<file path="src/rtl/bridge_pkg.sv">
// Shared types and constants for the AHB-to-APB bridge front end:
// FSM states, AHB transfer encodings and the peripheral address map.
package bridge_pkg;

  localparam int unsigned SEL_W   = 3;
  localparam int unsigned TRANS_W = 2;
  localparam int unsigned RESP_W  = 2;

  typedef enum logic [1:0] {
    ST_IDLE,
    ST_WWAIT,
    ST_SETUP,
    ST_ENABLE
  } state_t;

  localparam logic [TRANS_W-1:0] HTRANS_IDLE   = 2'b00;
  localparam logic [TRANS_W-1:0] HTRANS_BUSY   = 2'b01;
  localparam logic [TRANS_W-1:0] HTRANS_NONSEQ = 2'b10;
  localparam logic [TRANS_W-1:0] HTRANS_SEQ    = 2'b11;

  localparam logic [RESP_W-1:0]  HRESP_OKAY    = 2'b00;

  // Peripheral windows, 64 MiB each
  localparam logic [31:0] PSEL0_BASE  = 32'h8000_0000;
  localparam logic [31:0] PSEL0_LIMIT = 32'h83FF_FFFF;
  localparam logic [31:0] PSEL1_BASE  = 32'h8400_0000;
  localparam logic [31:0] PSEL1_LIMIT = 32'h87FF_FFFF;
  localparam logic [31:0] PSEL2_BASE  = 32'h8800_0000;
  localparam logic [31:0] PSEL2_LIMIT = 32'h8BFF_FFFF;

  localparam logic [SEL_W-1:0] PSEL_NONE = 3'b000;
  localparam logic [SEL_W-1:0] PSEL_0    = 3'b001;
  localparam logic [SEL_W-1:0] PSEL_1    = 3'b010;
  localparam logic [SEL_W-1:0] PSEL_2    = 3'b100;

endpackage

</file>
<file path="src/rtl/apb_bridge_controller_if.sv">
// AHB-lite slave side plus APB master side of the bridge.
// Pready is only present when APB_PREADY_EN is defined.
interface apb_bridge_controller_if #(
  parameter int unsigned ADDR_W = 32,
  parameter int unsigned DATA_W = 32
);
  logic              Hwrite;
  logic              Hreadyin;
  logic [1:0]        Htrans;
  logic [ADDR_W-1:0] Haddr;
  logic [DATA_W-1:0] Hwdata;
  logic [DATA_W-1:0] Prdata;
`ifdef APB_PREADY_EN
  logic              Pready;
`endif
  logic              Pwrite;
  logic              Penable;
  logic [2:0]        Pselx;
  logic [ADDR_W-1:0] Paddr;
  logic [DATA_W-1:0] Pwdata;
  logic              Hreadyout;
  logic [DATA_W-1:0] Hrdata;
  logic [1:0]        Hresp;

  // Bridge side
  modport slave (
`ifdef APB_PREADY_EN
    input  Pready,
`endif
    input  Hwrite, Hreadyin, Htrans, Haddr, Hwdata, Prdata,
    output Pwrite, Penable, Pselx, Paddr, Pwdata, Hreadyout, Hrdata, Hresp
  );

  // AHB master / APB slave environment side
  modport master (
`ifdef APB_PREADY_EN
    output Pready,
`endif
    output Hwrite, Hreadyin, Htrans, Haddr, Hwdata, Prdata,
    input  Pwrite, Penable, Pselx, Paddr, Pwdata, Hreadyout, Hrdata, Hresp
  );

endinterface

</file>
<file path="src/rtl/apb_addr_decode.sv">
// Combinational AHB address to one-hot APB peripheral select.
module apb_addr_decode
  import bridge_pkg::*;
#(
  parameter int unsigned ADDR_W = 32
) (
  input  logic [ADDR_W-1:0] haddr,
  output logic [SEL_W-1:0]  pselx,
  output logic              valid
);

  always_comb begin
    pselx = PSEL_NONE;
    if (haddr >= ADDR_W'(PSEL0_BASE) && haddr <= ADDR_W'(PSEL0_LIMIT))
      pselx = PSEL_0;
    else if (haddr >= ADDR_W'(PSEL1_BASE) && haddr <= ADDR_W'(PSEL1_LIMIT))
      pselx = PSEL_1;
    else if (haddr >= ADDR_W'(PSEL2_BASE) && haddr <= ADDR_W'(PSEL2_LIMIT))
      pselx = PSEL_2;
    valid = |pselx;
  end

endmodule

</file>
<file path="src/rtl/apb_bridge_controller.sv">
// AHB-lite to APB bridge controller: one transfer at a time, SETUP/ENABLE sequencing.
// Define APB_PREADY_EN to let the APB slave stretch ENABLE with Pready.
module apb_bridge_controller
  import bridge_pkg::*;
#(
  parameter int unsigned ADDR_W = 32,
  parameter int unsigned DATA_W = 32
) (
  input logic                    Hclk,
  input logic                    Hreset,
  apb_bridge_controller_if.slave bus
);

  state_t            state;
  logic [SEL_W-1:0]  dec_sel;
  logic              dec_valid;
  logic              accept_c;
  logic              apb_done_c;

  logic [SEL_W-1:0]  sel_q;
  logic [SEL_W-1:0]  pselx_q;
  logic              penable_q;
  logic              pwrite_q;
  logic [ADDR_W-1:0] paddr_q;
  logic [DATA_W-1:0] pwdata_q;
  logic [DATA_W-1:0] hrdata_q;
  logic              hreadyout_q;
  logic [RESP_W-1:0] hresp_q;

  apb_addr_decode #(.ADDR_W(ADDR_W)) u_decode (
    .haddr (bus.Haddr),
    .pselx (dec_sel),
    .valid (dec_valid)
  );

  assign accept_c = bus.Hreadyin && dec_valid &&
                    (bus.Htrans == HTRANS_NONSEQ || bus.Htrans == HTRANS_SEQ);

`ifdef APB_PREADY_EN
  assign apb_done_c = bus.Pready;
`else
  assign apb_done_c = 1'b1;
`endif

  // Transfer sequencer; every output is a flop updated here
  always_ff @(posedge Hclk) begin
    if (Hreset) begin
      state       <= ST_IDLE;
      sel_q       <= PSEL_NONE;
      pselx_q     <= PSEL_NONE;
      penable_q   <= 1'b0;
      pwrite_q    <= 1'b0;
      paddr_q     <= '0;
      pwdata_q    <= '0;
      hrdata_q    <= '0;
      hreadyout_q <= 1'b1;
      hresp_q     <= HRESP_OKAY;
    end else begin
      hresp_q <= HRESP_OKAY;
      case (state)
        ST_IDLE: begin
          if (accept_c) begin
            paddr_q     <= bus.Haddr;
            pwrite_q    <= bus.Hwrite;
            sel_q       <= dec_sel;
            hreadyout_q <= 1'b0;
            // Writes wait one cycle for the AHB data phase
            if (bus.Hwrite) begin
              state <= ST_WWAIT;
            end else begin
              pselx_q <= dec_sel;
              state   <= ST_SETUP;
            end
          end
        end
        ST_WWAIT: begin
          pwdata_q <= bus.Hwdata;
          pselx_q  <= sel_q;
          state    <= ST_SETUP;
        end
        ST_SETUP: begin
          penable_q <= 1'b1;
          state     <= ST_ENABLE;
        end
        ST_ENABLE: begin
          if (apb_done_c) begin
            penable_q   <= 1'b0;
            pselx_q     <= PSEL_NONE;
            hreadyout_q <= 1'b1;
            if (!pwrite_q) hrdata_q <= bus.Prdata;
            state <= ST_IDLE;
          end
        end
        default: state <= ST_IDLE;
      endcase
    end
  end

  assign bus.Pselx     = pselx_q;
  assign bus.Penable   = penable_q;
  assign bus.Pwrite    = pwrite_q;
  assign bus.Paddr     = paddr_q;
  assign bus.Pwdata    = pwdata_q;
  assign bus.Hrdata    = hrdata_q;
  assign bus.Hreadyout = hreadyout_q;
  assign bus.Hresp     = hresp_q;

endmodule

</file>
<file path="src/flat_wrapper.sv">
// flat-port wrapper written by rule: the top's interface ports become plain ports
module apb_bridge_controller_flat import bridge_pkg::*;
#(
  parameter int unsigned ADDR_W = 32,
  parameter int unsigned DATA_W = 32
)
  (Hclk, Hreset, bus_Hwrite, bus_Hreadyin, bus_Htrans, bus_Haddr, bus_Hwdata, bus_Prdata, bus_Pwrite, bus_Penable, bus_Pselx, bus_Paddr, bus_Pwdata, bus_Hreadyout, bus_Hrdata, bus_Hresp);
  apb_bridge_controller_if #(.ADDR_W(ADDR_W), .DATA_W(DATA_W)) bus_i ();
  input logic Hclk;
  input logic Hreset;
  input wire logic [$bits(bus_i.Hwrite)-1:0] bus_Hwrite;
  input wire logic [$bits(bus_i.Hreadyin)-1:0] bus_Hreadyin;
  input wire logic [$bits(bus_i.Htrans)-1:0] bus_Htrans;
  input wire logic [$bits(bus_i.Haddr)-1:0] bus_Haddr;
  input wire logic [$bits(bus_i.Hwdata)-1:0] bus_Hwdata;
  input wire logic [$bits(bus_i.Prdata)-1:0] bus_Prdata;
  output wire logic [$bits(bus_i.Pwrite)-1:0] bus_Pwrite;
  output wire logic [$bits(bus_i.Penable)-1:0] bus_Penable;
  output wire logic [$bits(bus_i.Pselx)-1:0] bus_Pselx;
  output wire logic [$bits(bus_i.Paddr)-1:0] bus_Paddr;
  output wire logic [$bits(bus_i.Pwdata)-1:0] bus_Pwdata;
  output wire logic [$bits(bus_i.Hreadyout)-1:0] bus_Hreadyout;
  output wire logic [$bits(bus_i.Hrdata)-1:0] bus_Hrdata;
  output wire logic [$bits(bus_i.Hresp)-1:0] bus_Hresp;
  assign bus_i.Hwrite = bus_Hwrite;
  assign bus_i.Hreadyin = bus_Hreadyin;
  assign bus_i.Htrans = bus_Htrans;
  assign bus_i.Haddr = bus_Haddr;
  assign bus_i.Hwdata = bus_Hwdata;
  assign bus_i.Prdata = bus_Prdata;
  assign bus_Pwrite = bus_i.Pwrite;
  assign bus_Penable = bus_i.Penable;
  assign bus_Pselx = bus_i.Pselx;
  assign bus_Paddr = bus_i.Paddr;
  assign bus_Pwdata = bus_i.Pwdata;
  assign bus_Hreadyout = bus_i.Hreadyout;
  assign bus_Hrdata = bus_i.Hrdata;
  assign bus_Hresp = bus_i.Hresp;
  apb_bridge_controller #(.ADDR_W(ADDR_W), .DATA_W(DATA_W)) u_core (.Hclk(Hclk), .Hreset(Hreset), .bus(bus_i));
endmodule
</file>
<file path="config.mk">
export PLATFORM = sky130hd
export DESIGN_NAME = apb_bridge_controller_flat
export DESIGN_NICKNAME = d
export VERILOG_FILES = /design/src/rtl/bridge_pkg.sv /design/src/rtl/apb_bridge_controller_if.sv /design/src/rtl/apb_addr_decode.sv /design/src/rtl/apb_bridge_controller.sv /design/src/flat_wrapper.sv
export SDC_FILE = /design/constraint.sdc
export NUM_CORES = 1
export LEC_CHECK = 0
export CAP_MARGIN = 20
export CORE_MARGIN = 4
export CORE_UTILIZATION = 42
export CTS_CLUSTER_SIZE = 25
export DETAILED_ROUTE_END_ITERATION = 10
export PLACE_DENSITY = 0.85
export SYNTH_ARGS = -nofsm -noshare
export SYNTH_HDL_FRONTEND = slang
export SYNTH_SLANG_ARGS = --single-unit
</file>
<file path="constraint.sdc">
create_clock -name Hclk -period 2.6 [get_ports Hclk]
set_input_delay 0.78 -clock Hclk [delete_from_list [all_inputs] [get_ports Hclk]]
set_output_delay 0.78 -clock Hclk [all_outputs]
set_load 0.005 [all_outputs]
</file>
== Word level (Yosys, flattened, before mapping) ==
Index checks and enable logic that the tools add are counted.

* Flip-flop bits (word level): 107
* Logic and storage cells: 50
* Bits of input ports: 102
* Output and inout bits: 104

* Muxes and demuxes: 12
* Bitwise operators: 1
* Reduce and logical (&&, ||, !) cells: 15
* Equal/unequal tests: 7
* Order comparisons: 6

{| class="wikitable"
|+ Operator list
! operator !! count
|-
| $ge A32 B32 Y1 const B || 3
|-
| $le A32 B32 Y1 const B || 3
|-
| $mux W3 || 5
|-
| $pmux W3 S3 || 1
|-
| $eq A2 B2 Y1 const B || 4
|-
| $pmux W2 S4 || 1
|-
| $reduce_and A2 Y1 || 3
|-
| $logic_and A1 B1 Y1 || 5
|-
| $mux W2 || 2
|-
| $pmux W1 S2 || 2
|-
| $reduce_bool A2 Y1 || 2
|-
| $reduce_and A3 Y1 || 1
|-
| $reduce_bool A3 Y1 || 1
|-
| $reduce_or A3 Y1 || 1
|-
| $eq A2 B1 Y1 const B || 1
|-
| $logic_not A2 Y1 || 1
|-
| $ne A2 B1 Y1 const B || 1
|-
| $ne A2 B2 Y1 const B || 1
|-
| $logic_or A1 B1 Y1 || 1
|-
| $mux W1 || 1
|-
| $not A1 Y1 || 1
|}

== Logic depth before layout (Yosys ltp) ==
* Depth in word-level cells: 10
* Depth in mapped cells: 7

== Cells and area by module ==
A second synthesis with hierarchy kept.

* Cells, all modules: 453
* Area total of the unflattened synthesis: 3963.8 um^2

{| class="wikitable"
|+ By module, submodules not included
! module !! area each (um^2) !! instances !! cells an instance
|-
| apb_bridge_controller || 3915.0 || 1 || 448
|-
| apb_addr_decode || 48.8 || 1 || 5
|}

== Least setup slack after synthesis ==
OpenSTA, ideal clock, no wires.

* Path type: input -> register
* From: in bus_Haddr[30]
* To: reg u_core.sel_q[0]
* Setup time: 0.128 ns
* Cell stages on the path: 5
* Arrival time: 1.694 ns
* Slack: 0.778 ns
* Path through: nor4b_4 > and4_1 > buf_6 > mux2i_1 > nor2_1

* Cells in the longest elaborated chain, start to end: 9
* Elaborated cells between the ends (all ways): 16

{| class="wikitable"
|+ Ends and longest elaborated chain
! element !! line !! source
|-
| start: declaration || flat_wrapper.sv:14 || <nowiki>input wire logic [$bits(bus_i.Haddr)-1:0] bus_Haddr;</nowiki>
|-
| $ge A32 B32 Y1 or $le A32 B32 Y1 (tied branches) || apb_addr_decode.sv:18 || <nowiki>else if (haddr >= ADDR_W'(PSEL2_BASE) && haddr <= ADDR_W'(PSEL2_LIMIT))</nowiki>
|-
| $logic_and A1 B1 Y1 || apb_addr_decode.sv:18 ||
|-
| $mux W3 || apb_addr_decode.sv:18 ||
|-
| $mux W3 || apb_addr_decode.sv:16 || <nowiki>else if (haddr >= ADDR_W'(PSEL1_BASE) && haddr <= ADDR_W'(PSEL1_LIMIT))</nowiki>
|-
| $mux W3 (*) || apb_addr_decode.sv:14 || <nowiki>if (haddr >= ADDR_W'(PSEL0_BASE) && haddr <= ADDR_W'(PSEL0_LIMIT))</nowiki>
|-
| $reduce_or A3 Y1 || apb_addr_decode.sv:20 || <nowiki>valid = |pselx;</nowiki>
|-
| $logic_and A1 B1 Y1 (2 in series) || apb_bridge_controller.sv:36 || <nowiki>assign accept_c = bus.Hreadyin && dec_valid &&</nowiki>
|-
| $reduce_and A2 Y1 (no line) || -- ||
|-
| end signal: assignment || apb_bridge_controller.sv:65 || <nowiki>sel_q <= dec_sel;</nowiki>
|-
| end: declaration || apb_bridge_controller.sv:20 || <nowiki>logic [SEL_W-1:0] sel_q;</nowiki>
|}

Every way passes the cells marked *; elsewhere a longest branch is shown, timed or not.
A chain may end at the register's enable or synchronous reset.

== Worst setup path after layout ==
* From: in bus_Haddr[30]
* To: reg u_core.paddr_q[17] (netlist: u_core.bus.Paddr[17])

* Cells in the longest elaborated chain, start to end: 9
* Elaborated cells between the ends (all ways): 16

{| class="wikitable"
|+ Ends and longest elaborated chain
! element !! line !! source
|-
| $ge A32 B32 Y1 or $le A32 B32 Y1 (tied branches) || apb_addr_decode.sv:18 ||
|-
| $logic_and A1 B1 Y1 || apb_addr_decode.sv:18 ||
|-
| $mux W3 || apb_addr_decode.sv:18 ||
|-
| $mux W3 || apb_addr_decode.sv:16 ||
|-
| $mux W3 (*) || apb_addr_decode.sv:14 ||
|-
| $reduce_or A3 Y1 (*) || apb_addr_decode.sv:20 ||
|-
| $logic_and A1 B1 Y1 (*) (2 in series) || apb_bridge_controller.sv:36 ||
|-
| $reduce_and A2 Y1 (no line) (*) || -- ||
|-
| end signal: assignment || apb_bridge_controller.sv:63 || <nowiki>paddr_q <= bus.Haddr;</nowiki>
|-
| end: declaration || apb_bridge_controller.sv:24 || <nowiki>logic [ADDR_W-1:0] paddr_q;</nowiki>
|}

Marks and branches as above.

==> impl_metrics.json <==
{
  "finalCriticalPeriod_ns": 2.13,
  "crit_family": "simple AND/OR/NAND/NOR gates",
  "crit_required_ns": 2.88,
  "hp-class": "flop to flop",
  "initial_utilization": 0.430,
  "die_w_um": 105,
  "syn_avg_cell_area_um2": 8.96,
  "yosysWarningCount": 0,
  "hold_start": "u_core.bus.Hrdata[7]",
  "viasPerCell": 4.90,
  "ant_nets": 0,
  "synth_common_cells": "nand2_1, dfxtp_1, a21oi_1",
  "yosysSeqAreaShare": 0.542,
  "hpwl_um": 8430,
  "ff2ff_path_depth": 5,
  "tns_ns": 0,
  "min_to": "u_core.bus.Hrdata[7]",
  "post_dp_cell_area_um2": 6050,
  "synthTopCellsByArea": "dfxtp_1, nand2_1, mux2i_1",
  "r2r-end": "u_core.bus.Hrdata[5]",
  "path_clk_slew_ns": 0.10,
  "clock_skew_ns": 0.0171,
  "cts_tree": "done",
  "drtIter0Drc": 92,
  "max_slew_margin": 0.535,
  "syn-cell-area_um2": 3950,
  "fmax_ghz": 0.470,
  "vdd_drop_max_mv": 0.414,
  "finalSetupViolCount": 0,
  "critPathMaxStageDelay_ns": 0.47,
  "power.density_nw_per_um2": 684,
  "rsz0062_at_grt": "false",
  "overflow": 0,
  "ys_seq_elements": 107,
  "cts.repair.resized": 0,
  "p_leak_nw": 2.18,
  "first_pass_iters": 4,
  "clk_latency_ns": 0.36,
  "synthToLayoutAreaGrowth_pct": 57.4,
  "numCtsBuffers": 9,
  "grt_use_total": 0.203,
  "fin_ws_ns": 0.472,
  "cp_slowest_cell": "clkdlybuf4s50_1",
  "grt_pass1_wl_um": 18200,
  "final_area_um2": 6220,
  "ioPinCount": 206,
  "cp.arrival_ns": 2.40,
  "cts_buffer_depth": 2,
  "nets": 741,
  "synth_cell_types": 32,
  "crit_path_end_kind": "flop",
  "numClockSinks": 107,
  "fp.coreArea_um2": 9200,
  "crit_fanout": 27,
  "outcome": "finished clean",
  "wire_per_inst_um": 14.9,
  "design.die.area_um2": 11000,
  "row_count": 35,
  "min_period_over_period": 0.818,
  "hold_path_depth": 2,
  "cts-root-buf": "clkbuf_8",
  "synth_cells": 441,
  "drt_wl_total_um": 11100,
  "drive_gt1_frac": 0.0610,
  "place_ws_ns": 0.109,
  "grt_antenna_before_repair": 0,
  "synthArstFlopShare": 0,
  "gp_congestion": 0.754,
  "slew_violations": 0,
  "port_buffers": 202,
  "crit_chain": "clkdlybuf4s50_1 > nor4b_4 > and4_1 > buf_12 > nand2_1 > a21oi_1",
  "cap_violations": 0,
  "synth_area_leader_cell": "dfxtp_1",
  "num_vias": 3672,
  "fp.dieH_um": 105,
  "grt_start_max_net_pins": 63,
  "yosysTopAreaCellShare": 0.542,
  "cp_num_buf_inv": 2,
  "grt_pass1_vias": 3794,
  "synth_flop_cell": "dfxtp_1",
  "post-cts-setup-buffers": 0,
  "r2r_setup_slack_ns": 0.80,
  "hold_violations": 0,
  "drcViolationCount": 0,
  "criticalPathCategory": "input port to flop",
  "synth.most_common_cell": "nand2_1",
  "hold_buffers": 0,
  "worst_pin_slew_ns": 0.698,
  "setup.worst_path.start_class": "input port",
  "htreeDepth": 3,
  "diodes": 0,
  "r2r_start": "u_core.state[1]",
  "synth_edf_count": 0
}
## cells in the final DEF, fill, tap and decap left out, drive strengths merged, types with 3 or more instances in the layout
cell type	n
nor2b	4
inv	5
clkdlybuf4s50	201
buf	12
a211oi	3
nand2	125
nor3	5
clkinv	4
nor3b	4
nor2	41
dfxtp	107
a21oi	63
clkbuf	10
ha	5
mux2i	35
## tightest hold or removal path, delay by kind of cell (launching register included)
| kind | cells | cell delay [ns] |
|---|---|---|
| compound gates | 1 | 0.05 |
| flops | 1 | 0.32 |
| simple gates | 1 | 0.05 |
## how the worst max path moves through the flow
| stage | slack [ns] | endpoint | startpoint | cells after the start |
|---|---|---|---|---|
| floorplan | 0.78 | u_core.sel_q[0] | bus_Haddr[30] | 5 |
| global placement | 0.15 | u_core.bus.Pselx[1] | bus_Haddr[30] | 5 |
| detailed placement | 0.11 | u_core.bus.Paddr[3] | bus_Haddr[30] | 6 |
| CTS | 0.45 | bus_Pwrite | u_core.bus.Pwrite | 1 |
| global route | 0.38 | u_core.bus.Paddr[17] | bus_Haddr[30] | 6 |
| finish | 0.47 | u_core.bus.Paddr[17] | bus_Haddr[30] | 6 |
## routing by layer
| metal | wire (um) | global-route usage | up-vias |
|---|---|---|---|
| li1 | - | - | 1827 |
| met1 | 4340 | 0.219 | 1675 |
| met2 | 5480 | 0.353 | 154 |
| met3 | 1150 | 0.0846 | 16 |
| met4 | 172 | 0.0759 | 0 |
| met5 | 0 | 0 | - |
## cell families after synthesis
kind of cell	share of synthesized area
AOI/OAI and AO/OA	0.102
buffers and inverters	0.0513
DFF	0.542
other	0.000949
adders and majority gates	0.0158
muxes	0.0887
and+or+nand+nor	0.199
## final cells by class
type	count	area, um^2
fill	707	2980
sequential	107	2140
timing repair buffer	213	2140
multi-input combinational	299	1620
tap	111	139
clock buffer	10	128
clock inverter	6	40.0
inverter	4	15.0
## metrics by stage
| stage | hold WS, ns | utilization | instances | total power, W |
|---|---|---|---|---|
| 2_1_floorplan | 0.436 | - | 442 | 0.00272 |
| 3_3_place_gp | 0.439 | 0.658 | 734 | 0.00334 |
| 3_5_place_dp | 0.446 | 0.658 | 734 | 0.00339 |
| 4_1_cts | 0.459 | 0.676 | 750 | 0.00430 |
| 5_1_grt | 0.473 | 0.676 | 750 | 0.00451 |
| 6_report | 0.457 | 0.676 | 750 | 0.00425 |
## registers in the layout (all words and copies together), names as in the netlist
name	flops
u_core.bus.Pselx	3
u_core.sel_q	3
u_core.bus.Pwdata	32
u_core.bus.Pwrite	1
u_core.bus.Penable	1
u_core.state	2
u_core.bus.Hreadyout	1
u_core.bus.Paddr	32
u_core.bus.Hrdata	32
## power breakdown
group / total [W] / switching (W) / leakage, nW / internal [W]
Combinational: 0.00140 / 0.000611 / 1.23 / 0.000788
Sequential: 0.00195 / 0.000111 / 0.866 / 0.00184
Clock: 0.000903 / 0.000553 / 0.0864 / 0.000350
Note: power is estimated with default switching activity, not from simulation.
